**src/rtl/fir_pkg.sv**
```systemverilog
// Shared definitions for the FIR MAC sequencer: FSM encoding, default sizes
// and the accumulator width helper.
package fir_pkg;

   localparam int DEF_N    = 16;
   localparam int DEF_TAPS = 4;

   localparam logic [2:0] S_IDLE  = 3'd0;
   localparam logic [2:0] S_LOAD  = 3'd1;
   localparam logic [2:0] S_RUN   = 3'd2;
   localparam logic [2:0] S_ACC   = 3'd3;
   localparam logic [2:0] S_DRAIN = 3'd4;
   localparam logic [2:0] S_OUT   = 3'd5;

   // Room for TAPS full-scale products without wrap-around.
   function automatic int acc_width(input int n, input int taps);
      return 2 * n + $clog2(taps);
   endfunction

endpackage

```
**src/rtl/fir_mac_sequencer_if.sv**
```systemverilog
// Handshake bundle between the FIR sequencer and the external multiplier.
interface fir_mac_sequencer_if
   import fir_pkg::*;
#(
   parameter int N = DEF_N
);
   logic           mul_lm;
   logic           mul_lq;
   logic           mul_s;
   logic [N-1:0]   mul_datam;
   logic [N-1:0]   mul_dataq;
   logic [2*N-1:0] mul_p;
   logic           mul_done;

   modport master (
      output mul_lm, mul_lq, mul_s, mul_datam, mul_dataq,
      input  mul_p, mul_done
   );

   modport slave (
      input  mul_lm, mul_lq, mul_s, mul_datam, mul_dataq,
      output mul_p, mul_done
   );
endinterface

```
**src/rtl/fir_delay_line.sv**
```systemverilog
// TAPS-deep sample history; x[0] is the newest sample, read by tap index.
module fir_delay_line
   import fir_pkg::*;
#(
   parameter int N    = DEF_N,
   parameter int TAPS = DEF_TAPS
)(
   input  logic                    clk,
   input  logic                    rstn,
   input  logic                    shift,
   input  logic [N-1:0]            din,
   input  logic [$clog2(TAPS)-1:0] idx,
   output logic [N-1:0]            dout
);
   logic [N-1:0] x [TAPS];

   always_ff @(posedge clk or negedge rstn) begin
      if (!rstn) begin
         for (int k = 0; k < TAPS; k++) x[k] <= '0;
      end else if (shift) begin
         x[0] <= din;
         for (int k = 1; k < TAPS; k++) x[k] <= x[k-1];
      end
   end

   assign dout = x[idx];
endmodule

```
**src/rtl/fir_mac_sequencer.sv**
```systemverilog
// Moore FSM that walks the taps, feeding an external multiplier through its
// load/start/done handshake and accumulating the products into one output.
module fir_mac_sequencer
   import fir_pkg::*;
#(
   parameter int N     = DEF_N,
   parameter int TAPS  = DEF_TAPS,
   parameter int ACC_W = acc_width(N, TAPS)
)(
   input  logic                    clk,
   input  logic                    rstn,
   input  logic                    start,
   input  logic [N-1:0]            sample_in,
   output logic                    busy,
   output logic [ACC_W-1:0]        y_out,
   output logic                    y_valid,
   output logic [$clog2(TAPS)-1:0] coef_addr,
   input  logic [N-1:0]            coef_data,
   fir_mac_sequencer_if.master     mul
);
   localparam int AW = $clog2(TAPS);
   localparam logic [AW-1:0] LAST_TAP = AW'(TAPS - 1);

   logic [2:0]       state;
   logic [2:0]       state_nxt;
   logic [AW-1:0]    tap;
   logic [ACC_W-1:0] acc;
   logic [N-1:0]     xtap;
   logic             accept;

   assign accept = (state == S_IDLE) && start;

   fir_delay_line #(.N(N), .TAPS(TAPS)) u_dly (
      .clk   (clk),
      .rstn  (rstn),
      .shift (accept),
      .din   (sample_in),
      .idx   (tap),
      .dout  (xtap)
   );

   always_comb begin
      state_nxt = state;
      case (state)
         S_IDLE:  if (start) state_nxt = S_LOAD;
         S_LOAD:  state_nxt = S_RUN;
         S_RUN:   if (mul.mul_done) state_nxt = S_ACC;
         S_ACC:   state_nxt = S_DRAIN;
         S_DRAIN: if (!mul.mul_done) state_nxt = (tap == LAST_TAP) ? S_OUT : S_LOAD;
         S_OUT:   state_nxt = S_IDLE;
         default: state_nxt = S_IDLE;
      endcase
   end

   // y_out is loaded on entry to OUT so it is already valid while y_valid is high.
   always_ff @(posedge clk or negedge rstn) begin
      if (!rstn) begin
         state <= S_IDLE;
         tap   <= '0;
         acc   <= '0;
         y_out <= '0;
      end else begin
         state <= state_nxt;
         if (accept) begin
            tap <= '0;
            acc <= '0;
         end
         if (state == S_ACC) acc <= acc + ACC_W'(mul.mul_p);
         if ((state == S_DRAIN) && !mul.mul_done) begin
            if (tap == LAST_TAP) y_out <= acc;
            else                 tap   <= tap + 1'b1;
         end
      end
   end

   assign busy          = (state != S_IDLE);
   assign y_valid       = (state == S_OUT);
   assign coef_addr     = tap;
   assign mul.mul_lm    = (state == S_LOAD);
   assign mul.mul_lq    = (state == S_LOAD);
   assign mul.mul_s     = (state == S_RUN);
   assign mul.mul_datam = xtap;
   assign mul.mul_dataq = coef_data;
endmodule
```
**src/flat_wrapper.sv**
```systemverilog
// flat-port wrapper written by rule: the top's interface ports become plain ports
module fir_mac_sequencer_flat import fir_pkg::*;
#(
   parameter int N     = DEF_N,
   parameter int TAPS  = DEF_TAPS,
   parameter int ACC_W = acc_width(N, TAPS)
)
  (clk, rstn, start, sample_in, busy, y_out, y_valid, coef_addr, coef_data, mul_mul_lm, mul_mul_lq, mul_mul_s, mul_mul_datam, mul_mul_dataq, mul_mul_p, mul_mul_done);
  fir_mac_sequencer_if #(.N(N)) mul_i ();
  input  logic clk;
  input  logic rstn;
  input  logic start;
  input  logic [N-1:0] sample_in;
  output logic busy;
  output logic [ACC_W-1:0] y_out;
  output logic y_valid;
  output logic [$clog2(TAPS)-1:0] coef_addr;
  input  logic [N-1:0] coef_data;
  output wire logic [$bits(mul_i.mul_lm)-1:0] mul_mul_lm;
  output wire logic [$bits(mul_i.mul_lq)-1:0] mul_mul_lq;
  output wire logic [$bits(mul_i.mul_s)-1:0] mul_mul_s;
  output wire logic [$bits(mul_i.mul_datam)-1:0] mul_mul_datam;
  output wire logic [$bits(mul_i.mul_dataq)-1:0] mul_mul_dataq;
  input wire logic [$bits(mul_i.mul_p)-1:0] mul_mul_p;
  input wire logic [$bits(mul_i.mul_done)-1:0] mul_mul_done;
  assign mul_mul_lm = mul_i.mul_lm;
  assign mul_mul_lq = mul_i.mul_lq;
  assign mul_mul_s = mul_i.mul_s;
  assign mul_mul_datam = mul_i.mul_datam;
  assign mul_mul_dataq = mul_i.mul_dataq;
  assign mul_i.mul_p = mul_mul_p;
  assign mul_i.mul_done = mul_mul_done;
  fir_mac_sequencer #(.N(N), .TAPS(TAPS), .ACC_W(ACC_W)) u_core (.clk(clk), .rstn(rstn), .start(start), .sample_in(sample_in), .busy(busy), .y_out(y_out), .y_valid(y_valid), .coef_addr(coef_addr), .coef_data(coef_data), .mul(mul_i));
endmodule
```
**config.mk**
```make
export PLATFORM = sky130hd
export DESIGN_NAME = fir_mac_sequencer_flat
export DESIGN_NICKNAME = d
export VERILOG_FILES = /design/src/rtl/fir_pkg.sv /design/src/rtl/fir_mac_sequencer_if.sv /design/src/rtl/fir_delay_line.sv /design/src/rtl/fir_mac_sequencer.sv /design/src/flat_wrapper.sv
export SDC_FILE = /design/constraint.sdc
export NUM_CORES = 1
export LEC_CHECK = 0
export ABC_AREA = 1
export BUFFER_PORTS_ARGS = -buffer_cell sky130_fd_sc_hd__buf_2
export CAP_MARGIN = 40
export CORE_ASPECT_RATIO = 2
export CORE_MARGIN = 2
export CORE_UTILIZATION = 26
export CTS_BUF_LIST = sky130_fd_sc_hd__clkbuf_4
export CTS_CLUSTER_DIAMETER = 80
export DETAILED_ROUTE_END_ITERATION = 6
export MAX_ROUTING_LAYER = met4
export REMOVE_ABC_BUFFERS = 1
export SLEW_MARGIN = 30
export SYNTH_ARGS = -nofsm -noshare
export SYNTH_HDL_FRONTEND = slang
export SYNTH_SLANG_ARGS = --single-unit
```
**constraint.sdc**
```tcl
create_clock -name clk -period 1.8 [get_ports clk]
set_clock_uncertainty 0.1 [all_clocks]
set_input_delay 0.36 -clock clk [delete_from_list [all_inputs] [get_ports clk]]
set_output_delay 0.36 -clock clk [all_outputs]
set_load 0.05 [all_outputs]
```
# After elaboration in Yosys (flattened, before gate mapping)
# Index checks and enable logic that the tools add are counted.
# totals
out_inout_bits	73
register_bits	137
inputBits	68
wordCells	42
# classes
muxes	13
n_eq_ne	9
n_bitwise	1
n_lt_le_gt_ge	1
addsub	2
reduce_logical	8
# ops
operator	count
two-way mux 34 bit	2
adder 34 x 32 -> 34 bit	1
binary-select mux 16 bit (select 2 bit)	1
two-way mux 16 bit	2
case mux 3 bit (5 select lines)	1
two-way mux 3 bit	4
== test 3 x 2 -> 1 bit, second input constant	2
== test 3 bit, second input constant	2
two-way mux 2 bit	3
!= test 2 bit, second input constant	2
== test 3 x 1 -> 1 bit, second input constant	1
>= comparator 3 bit, second input constant	1
zero test 3 bit	1
NOT 2 -> 3 bit	1
AND reduction 3 bit	1
nonzero test 3 bit	1
adder 2 x 1 -> 2 bit, second input constant	1
== test 2 bit, second input constant	1
logical AND 1 bit	2
!= test 2 x 1 -> 1 bit, second input constant	1
AND reduction 2 bit	1
nonzero test 2 bit	1
zero test 1 bit	1

# Depth between registers and ports, before layout
# Gate-level depths: netlist of run 1.
# depth
depth_word	5
ltp_mapped	14
depth_no_buf	14

# By module
# A second synthesis of run 1 with hierarchy kept.
# unflattened
cells_unflattened	1174
hier_area_um2	8410.6
# by_module_without_submodules
mod	cells_each	area_per_inst_um2	instances	seq_area_each_um2
fir_mac_sequencer	780	5386.4	1	1826.8
fir_delay_line	394	3024.2	1	1601.5

# Least setup slack after synthesis of run 1
# OpenSTA, ideal clock, no wires.
# synth_path
path_type	flip-flop to output port
startpoint	register u_core.tap[0] (netlist: u_core.coef_addr[0])
endpoint	output mul_mul_datam[0]
n_path_buf	3
stages_incl_launch_ff	7
slack_ns	-1.184
t_required_ns	1.340
arrival_time_ns	2.524
path_cell_list	dfrtp_1 buf_2 inv_1 buf_2 clkbuf_1 o21ai_0 o21ai_0
# synth_via
elab_chain_len	4
# synth_lines
element	line	source
start, declared	fir_mac_sequencer.sv:26	logic [AW-1:0] tap;
start signal, assigned	fir_mac_sequencer.sv:71	else tap <= tap + 1'b1;
NOT 2 -> 3 bit (implied by the code)	fir_delay_line.sv:26	assign dout = x[idx];
binary-select mux 16 bit (select 2 bit)	fir_delay_line.sv:26	
two-way mux 16 bit (implied by the code) (2 in series)	fir_delay_line.sv:26	
end, declared	flat_wrapper.sv:22	output wire logic [$bits(mul_i.mul_datam)-1:0] mul_mul_datam;
# Every way passes these cells. The select of a mux whose other input is x is not followed.

# Worst setup path in the final report of run 1
# layout_path
startpoint	register u_core.tap[0] (netlist: u_core.coef_addr[0])
endpoint	output mul_mul_datam[9]
# The elaborated chain is that of the path after synthesis.

==> results of run 1 <==
## cells in the final DEF, fill, tap and decap left out, drive strengths merged, types with 3 or more instances in the layout
cell type / netlist / layout
nand3: 44 / 44
clkbuf: 15 / 22
a21oi: 81 / 81
nor3: 8 / 8
nand3b: 5 / 5
nor2: 103 / 103
nand2: 317 / 317
dfrtp: 137 / 137
clkinv: 0 / 8
nand4: 5 / 5
dlygate4sd3: 0 / 20
bufinv: 0 / 3
mux2: 32 / 32
o21bai: 6 / 6
inv: 155 / 155
ha: 33 / 33
diode: 0 / 3
buf: 35 / 284
clkinvlp: 0 / 3
o21ai: 105 / 105
## kinds of logic (layout without fill, tap and decap cells)
family | Yosys count | count (layout) | share of synthesized area (%)
AOI/OAI and AO/OA | 201 | 201 | 12.9
buffers and inverters | 205 | 495 | 10.7
adders and majority gates | 34 | 34 | 5.32
muxes | 32 | 32 | 4.43
other | 0 | 3 | 0
DFF | 137 | 137 | 42.1
xor gates and xnor gates | 3 | 3 | 0.323
and+or+nand+nor | 489 | 489 | 24.2
## how the worst max path moves through the flow
| stage | slack (ns) | startpoint | to |
|---|---|---|---|
| finish | -0.47 | u_core.coef_addr[0] | mul_mul_datam[9] |
| global route | -0.59 | u_core.coef_addr[1] | mul_mul_datam[9] |
| CTS | -0.58 | u_core.coef_addr[1] | mul_mul_datam[6] |
| detailed placement | -0.48 | mul_mul_p[6] | u_core.acc[28] |
| global placement | -0.44 | mul_mul_p[6] | u_core.acc[28] |
| floorplan | -2.23 | u_core.state[1] | u_core.acc[2] |
## worst register-to-register path, delay by kind of cell, from the launching register on
family	cells	cell delay, ns
fa+ha+maj	1	0.32
flops	1	0.44
simple gates	6	0.62
compound gates	2	0.15
buf+inv	2	0.23
## where the power goes
| group | total, mW | leakage (nW) | switching (mW) | internal, mW |
|---|---|---|---|---|
| logic | 14.0 | 4.81 | 8.11 | 5.90 |
| clock network | 2.21 | 0.148 | 1.27 | 0.936 |
| registers | 4.88 | 1.71 | 0.740 | 4.14 |
## through the flow
| step | util (%) | TNS, ns | cells | cell area, um2 |
|---|---|---|---|---|
| 2_1_floorplan | - | -243.81 | 1051 | 7850 |
| 3_3_place_gp | 32.4 | -8.91 | 1707 | 10000 |
| 3_5_place_dp | 32.4 | -9.51 | 1707 | 10000 |
| 4_1_cts | 39.3 | -13.62 | 1783 | 12100 |
| 5_1_grt | 42.4 | -22.14 | 1812 | 13100 |
| 6_report | 42.4 | -14.02 | 1812 | 13100 |
## cell type report
type / count / area, um2 / area share, %
repair buffers: 309 / 2730 / 20.9
flip-flops and latches: 137 / 3430 / 26.2
clock buffers: 17 / 128 / 0.975
diodes: 3 / 7.51 / 0.0574
inverters: 155 / 607 / 4.64
well taps: 418 / 523 / 4.00
multi-input cells: 759 / 5500 / 42.0
clock inverters: 14 / 158 / 1.20
## sequential cells by signal (all words and copies together) (netlist names)
name and cells:
u_core.acc 34, u_core.state 3, u_core.coef_addr 2, u_core.y_out 34, u_core.u_dly.x 64
## repair_timing
| item | in CTS | in global routing |
|---|---|---|
| hold buffers | 20 | 0 |
| endpoints found under the setup margin | 67 | 87 |
| hold endpoints to repair | 157 | 0 |
| setup buffers | 26 | 23 |
| gates resized for setup | 393 | 171 |
| pin swaps | 102 | 122 |
| cloned | 2 | 5 |
## per-layer routing
layer / routed length, um / part of all wire, %
met1: 10100 / 33
met4: 2480 / 8.0
met3: 1100 / 3.6
met5: 0 / 0
met2: 17200 / 56
==> flow_summary.yaml, run 1 <==
timing:
  fin_ws_ns: -0.475
  fmax_ghz: 0.440
  tightest_slew_ns: 0.484
  fin_crit_sh_pct: 126
  finalMaxSlewViolations: 0
  rsz0062_at_grt: "true"
  slew_headroom_pct: 67.7
  setup_viol: 83
  whs_ns: 0.0726
  hold_viol_final: 0
  fin_crit_ns: 2.27
yosys:
  synth_common_cells: "316 x nand2_1, 155 x inv_1, 137 x dfrtp_1"
  synth_warnings: 0
  synth_area_leaders: "dfrtp_1 42%, nand2_1 15%, inv_1 7.1%, o21ai_0 6.5%, ha_1 5.1%"
  syn-instance-count: 1101
  synth_ff_type: "dfrtp_1"
  synth_top_cell_by_area: "dfrtp_1"
  synth_top_area_share_pct: 42.1
  synth_cell_types: 39
  synth.avg_cell_area_um2: 7.39
  syn-cell-area_um2: 8140
  seq_area_frac_synth_pct: 42.1
  synth-edff-count: 0
  yosysMostFrequentCell: "nand2_1"
  synth-seq-cells: 137
  synthArstFlopShare_pct: 100
drt:
  wl_per_cell_um: 17.0
  drc_errors: 0
  ant_nets: 0
  first_pass_iters: 4
  drtIter0Drc: 301
  wl_mm: 30.8
  num_vias: 8354
  detail_route.vias_per_cell: 4.61
worst_setup_path:
  critPathMaxStageDelay_ns: 0.43
  cp_max_fo: 20
  worst-path-stages: 5
  crit_path_start_kind: "flop"
  path_delay_family: "buffers and inverters"
  cp_num_buf_inv: 3
  path_cells: "inv_4, buf_12, o21ai_1, o21ai_2, buf_6"
  end_kind: "output port"
  critical_path_class: "reg2out"
  rr_worst_depth: 11
  worst_r2r_endpoint: "u_core.acc[12]"
  worstPathRequired_ns: 1.34
  r2r-start: "u_core.acc[6]"
  slowest_stage: "dfrtp_1"
  rrSetupSlack_ns: -0.15
  critPathArrivalTime_ns: 1.81
global_routing:
  grt-ovfl-total: 0
  grtUsageMet1_pct: 16.3
  grt_pass1_vias: 8615
  grt_pass1_wl_mm: 45.0
  use_met3_pct: 3.69
  grt_max_degree: 133
  grtUsageMet2_pct: 35.4
  antenna_found_initial: 3
  gr-usage-all-layers_pct: 18.8
  top_usage_layer: "met2"
job:
  drv_cap: 0
status:
  violations: "negative setup slack"
  outcome: "complete, but fails checks"
die:
  coreArea_um2: 30900
  die_w_um: 129
  rows: 91
  ios: 141
  die_area_um2: 32800
  die-height_um: 254
  start_util_pct: 26.4
power:
  power_mw: 21.1
  p_per_area_nw_per_um2: 1610
  ir_drop_v: 0.000638
  power.leakage_nw: 6.67
clocking:
  clk_pin_slew_worst_paths_ns: 0.12
  insertion_delay_ns: 0.64
  clock-sinks: 137
  clk_root_buffer_cell: "clkbuf_4"
  htree_levels: 4
  tritoncts: "yes"
  cts_made_buffers: 17
  clk_path_buf_depth: 2
cells_and_area:
  nFillCells: 2999
  drive_gt1_share_pct: 46.2
  areaGrowthSynthToFinish_pct: 60.7
  layout.nets: 1481
min_path:
  hold_path.class: "in2async"
place:
  dp_hpwl_mm: 21.1
  gp_congestion: 0.991
  post-place-ws_ns: -0.476
  io_buffer_count: 108
(Power assumes the default switching activity.)
==> inputs of run 2 (changes only) <==
--- a/config.mk
+++ b/config.mk
@@ -14,6 +14,7 @@
 export CTS_BUF_LIST = sky130_fd_sc_hd__clkbuf_4
 export CTS_CLUSTER_DIAMETER = 80
 export DETAILED_ROUTE_END_ITERATION = 6
+export GPL_ROUTABILITY_DRIVEN = 0
 export MAX_ROUTING_LAYER = met4
 export REMOVE_ABC_BUFFERS = 1
 export SLEW_MARGIN = 30
==> constraint.sdc (replaced) <==
create_clock -name clk -period 1.8 [get_ports clk]
set_clock_uncertainty 0.1 [all_clocks]
set_input_delay 0.09 -clock clk [delete_from_list [all_inputs] [get_ports clk]]
set_output_delay 0.09 -clock clk [all_outputs]
set_load 0.05 [all_outputs]
==> flow_summary.yaml, run 2 (synthesis results as in run 1) <==
worst_setup_path:
  rrSetupSlack_ns: -0.22
  end_kind: "output port"
  worst-path-stages: 6
  worstPathRequired_ns: 1.61
  r2r-start: "u_core.acc[12]"
  cp_num_buf_inv: 3
  rr_worst_depth: 12
  worstSetupEndpoint: "mul_mul_datam[11]"
  worst_r2r_endpoint: "u_core.acc[30]"
  slowest_stage: "dfrtp_1"
  crit_path_start: "u_core.coef_addr[0]"
  critPathMaxStageDelay_ns: 0.42
  critPathArrivalTime_ns: 1.86
  path_delay_family: "buffers and inverters"
  path_cells: "inv_4, buf_16, a21oi_1, o21ai_0, o21ai_1, buf_6"
  cp_max_fo: 24
  critical_path_class: "reg2out"
  crit_path_start_kind: "flop"
power:
  power_mw: 20.5
  power.leakage_nw: 6.66
  p_per_area_nw_per_um2: 1570
  ir_drop_v: 0.000565
clocking:
  clock-sinks: 137
  tritoncts: "yes"
  clk_root_buffer_cell: "clkbuf_4"
  htree_levels: 4
  cts_made_buffers: 17
  insertion_delay_ns: 0.63
  clk_path_buf_depth: 2
  clk_pin_slew_worst_paths_ns: 0.12
global_routing:
  gr-usage-all-layers_pct: 18.1
  grt_pass1_wl_mm: 43.8
  antenna_found_initial: 2
  grt-ovfl-total: 0
  grt_max_degree: 109
  grt_pass1_vias: 8515
timing:
  hold_viol_final: 0
  fin_setup_tns_ns: -7.67
  tightest_slew_ns: 0.478
  fin_crit_sh_pct: 114
  fin_ws_ns: -0.253
  finalMaxSlewViolations: 0
  slew_headroom_pct: 68.1
  rsz0062_at_grt: "true"
  setup_viol: 73
  fmax_ghz: 0.487
  fin_crit_ns: 2.05
job:
  drv_cap: 0
drt:
  first_pass_iters: 5
  drc_errors: 0
  wl_per_cell_um: 16.4
  wl_mm: 29.9
  num_vias: 8356
  ant_nets: 0
  drtIter0Drc: 368
  detail_route.vias_per_cell: 4.58
cells_and_area:
  largest_reg_flops: 64
  final_cell_mix: "199 x nand2_1, 136 x dfrtp_1, 121 x inv_1"
  areaGrowthSynthToFinish_pct: 60.1
  drive_gt1_share_pct: 44.2
  layout_commonest_cell: "nand2_1"
  finalNonFillerCells: 1825
  top_register: "u_core.u_dly.x"
  layout.nets: 1494
  finish.instance_area_um2: 13000
  top_regs: "u_core.u_dly.x (64), u_core.acc (34), u_core.y_out (34)"
die:
  ios: 141
  die_area_um2: 32800
  coreArea_um2: 30900
  die_w_um: 129
  die-height_um: 254
  start_util_pct: 26.4
  rows: 91
place:
  io_buffer_count: 108
  dp_hpwl_mm: 19.7
  placedCellCount: 1697
  post_dp_cell_area_um2: 9910
status:
  violations: "negative setup slack"
  outcome: "complete, but fails checks"
min_path:
  hold_path.class: "in2out"
## run 2: cell types whose count changed in the layout (fill, tap and decap cells not counted), moves of 6 or more
cell / before / now
buf_4: 138 / 118
nand2_1: 207 / 199
o21ai_0: 47 / 67
buf_12: 15 / 9
buf_2: 72 / 85
nand2_2: 60 / 74
dlygate4sd3_1: 20 / 51
o21ai_1: 47 / 27
inv_2: 19 / 28
nand2_4: 47 / 40
## run 2: layout make-up
cell class                      instances  area (um2)
Clock inverter                         14         156
Tap cell                              418         523
Fill cell                            2973       17800
Timing Repair Buffer                  322        2750
Sequential cell                       137        3430
Multi-Input combinational cell        759        5440
Clock buffer                           18         135
Antenna cell                            2        5.00
Inverter                              155         597
## run 2: repair_timing
item	CTS	global route
setup endpoints to repair	53	88
pin swaps	90	114
gates cloned	3	3
gates resized for setup	328	182
hold buffers	51	0
endpoints found under the hold margin	228	0
buffers inserted	22	23
## run 2: how the worst min path moves through the flow
| stage | cells after the start | startpoint | end | slack (ns) |
|---|---|---|---|---|
| after global placement | 1 | rstn | u_core.y_out[22] | -0.03 |
| after detailed placement | 1 | rstn | u_core.y_out[22] | -0.03 |
| after floorplan | 0 | rstn | u_core.acc[0] | -0.31 |
| final | 0 | coef_data[0] | mul_mul_dataq[0] | 0.08 |
| after CTS | 6 | mul_mul_p[12] | u_core.acc[12] | 0.03 |
| after global routing | 0 | coef_data[10] | mul_mul_dataq[10] | 0.08 |
## run 2: stage by stage
stage               hold WS, ns  util (%)  setup WS, ns
floorplan                -0.306         -         -2.23
global placement        -0.0324      32.1        -0.351
detailed placement      -0.0266      32.1        -0.387
CTS                      0.0289      39.4        -0.308
global route             0.0804      42.2        -0.436
finish                   0.0804      42.2        -0.253
## run 2: worst register-to-register path, stage by stage, from the launching register on
cell and delay, ns:
dfrtp_1 0.43, ha_4 0.32, nand2_4 0.08, nor2_4 0.13, inv_2 0.08, nor3_4 0.27, nand2_4 0.10, nand2_4 0.14
nand2_2 0.07, nand2_1 0.06, nand2_1 0.04, nand3_1 0.06, nand2_1 0.05
## run 2: report_power, final
part,internal (mW),switching (mW)
clock,0.960,1.24
sequential,4.14,0.675
combinational,5.56,7.92
## run 2: per-layer routing
metal | vias to the layer above | GRT usage (%) | share of wire [%]
met5 | - | - | 0
met4 | 0 | 12.1 | 8.2
met3 | 105 | 3.55 | 3.3
met2 | 216 | 33.2 | 54
met1 | 3930 | 16.6 | 35
li1 | 4105 | - | -
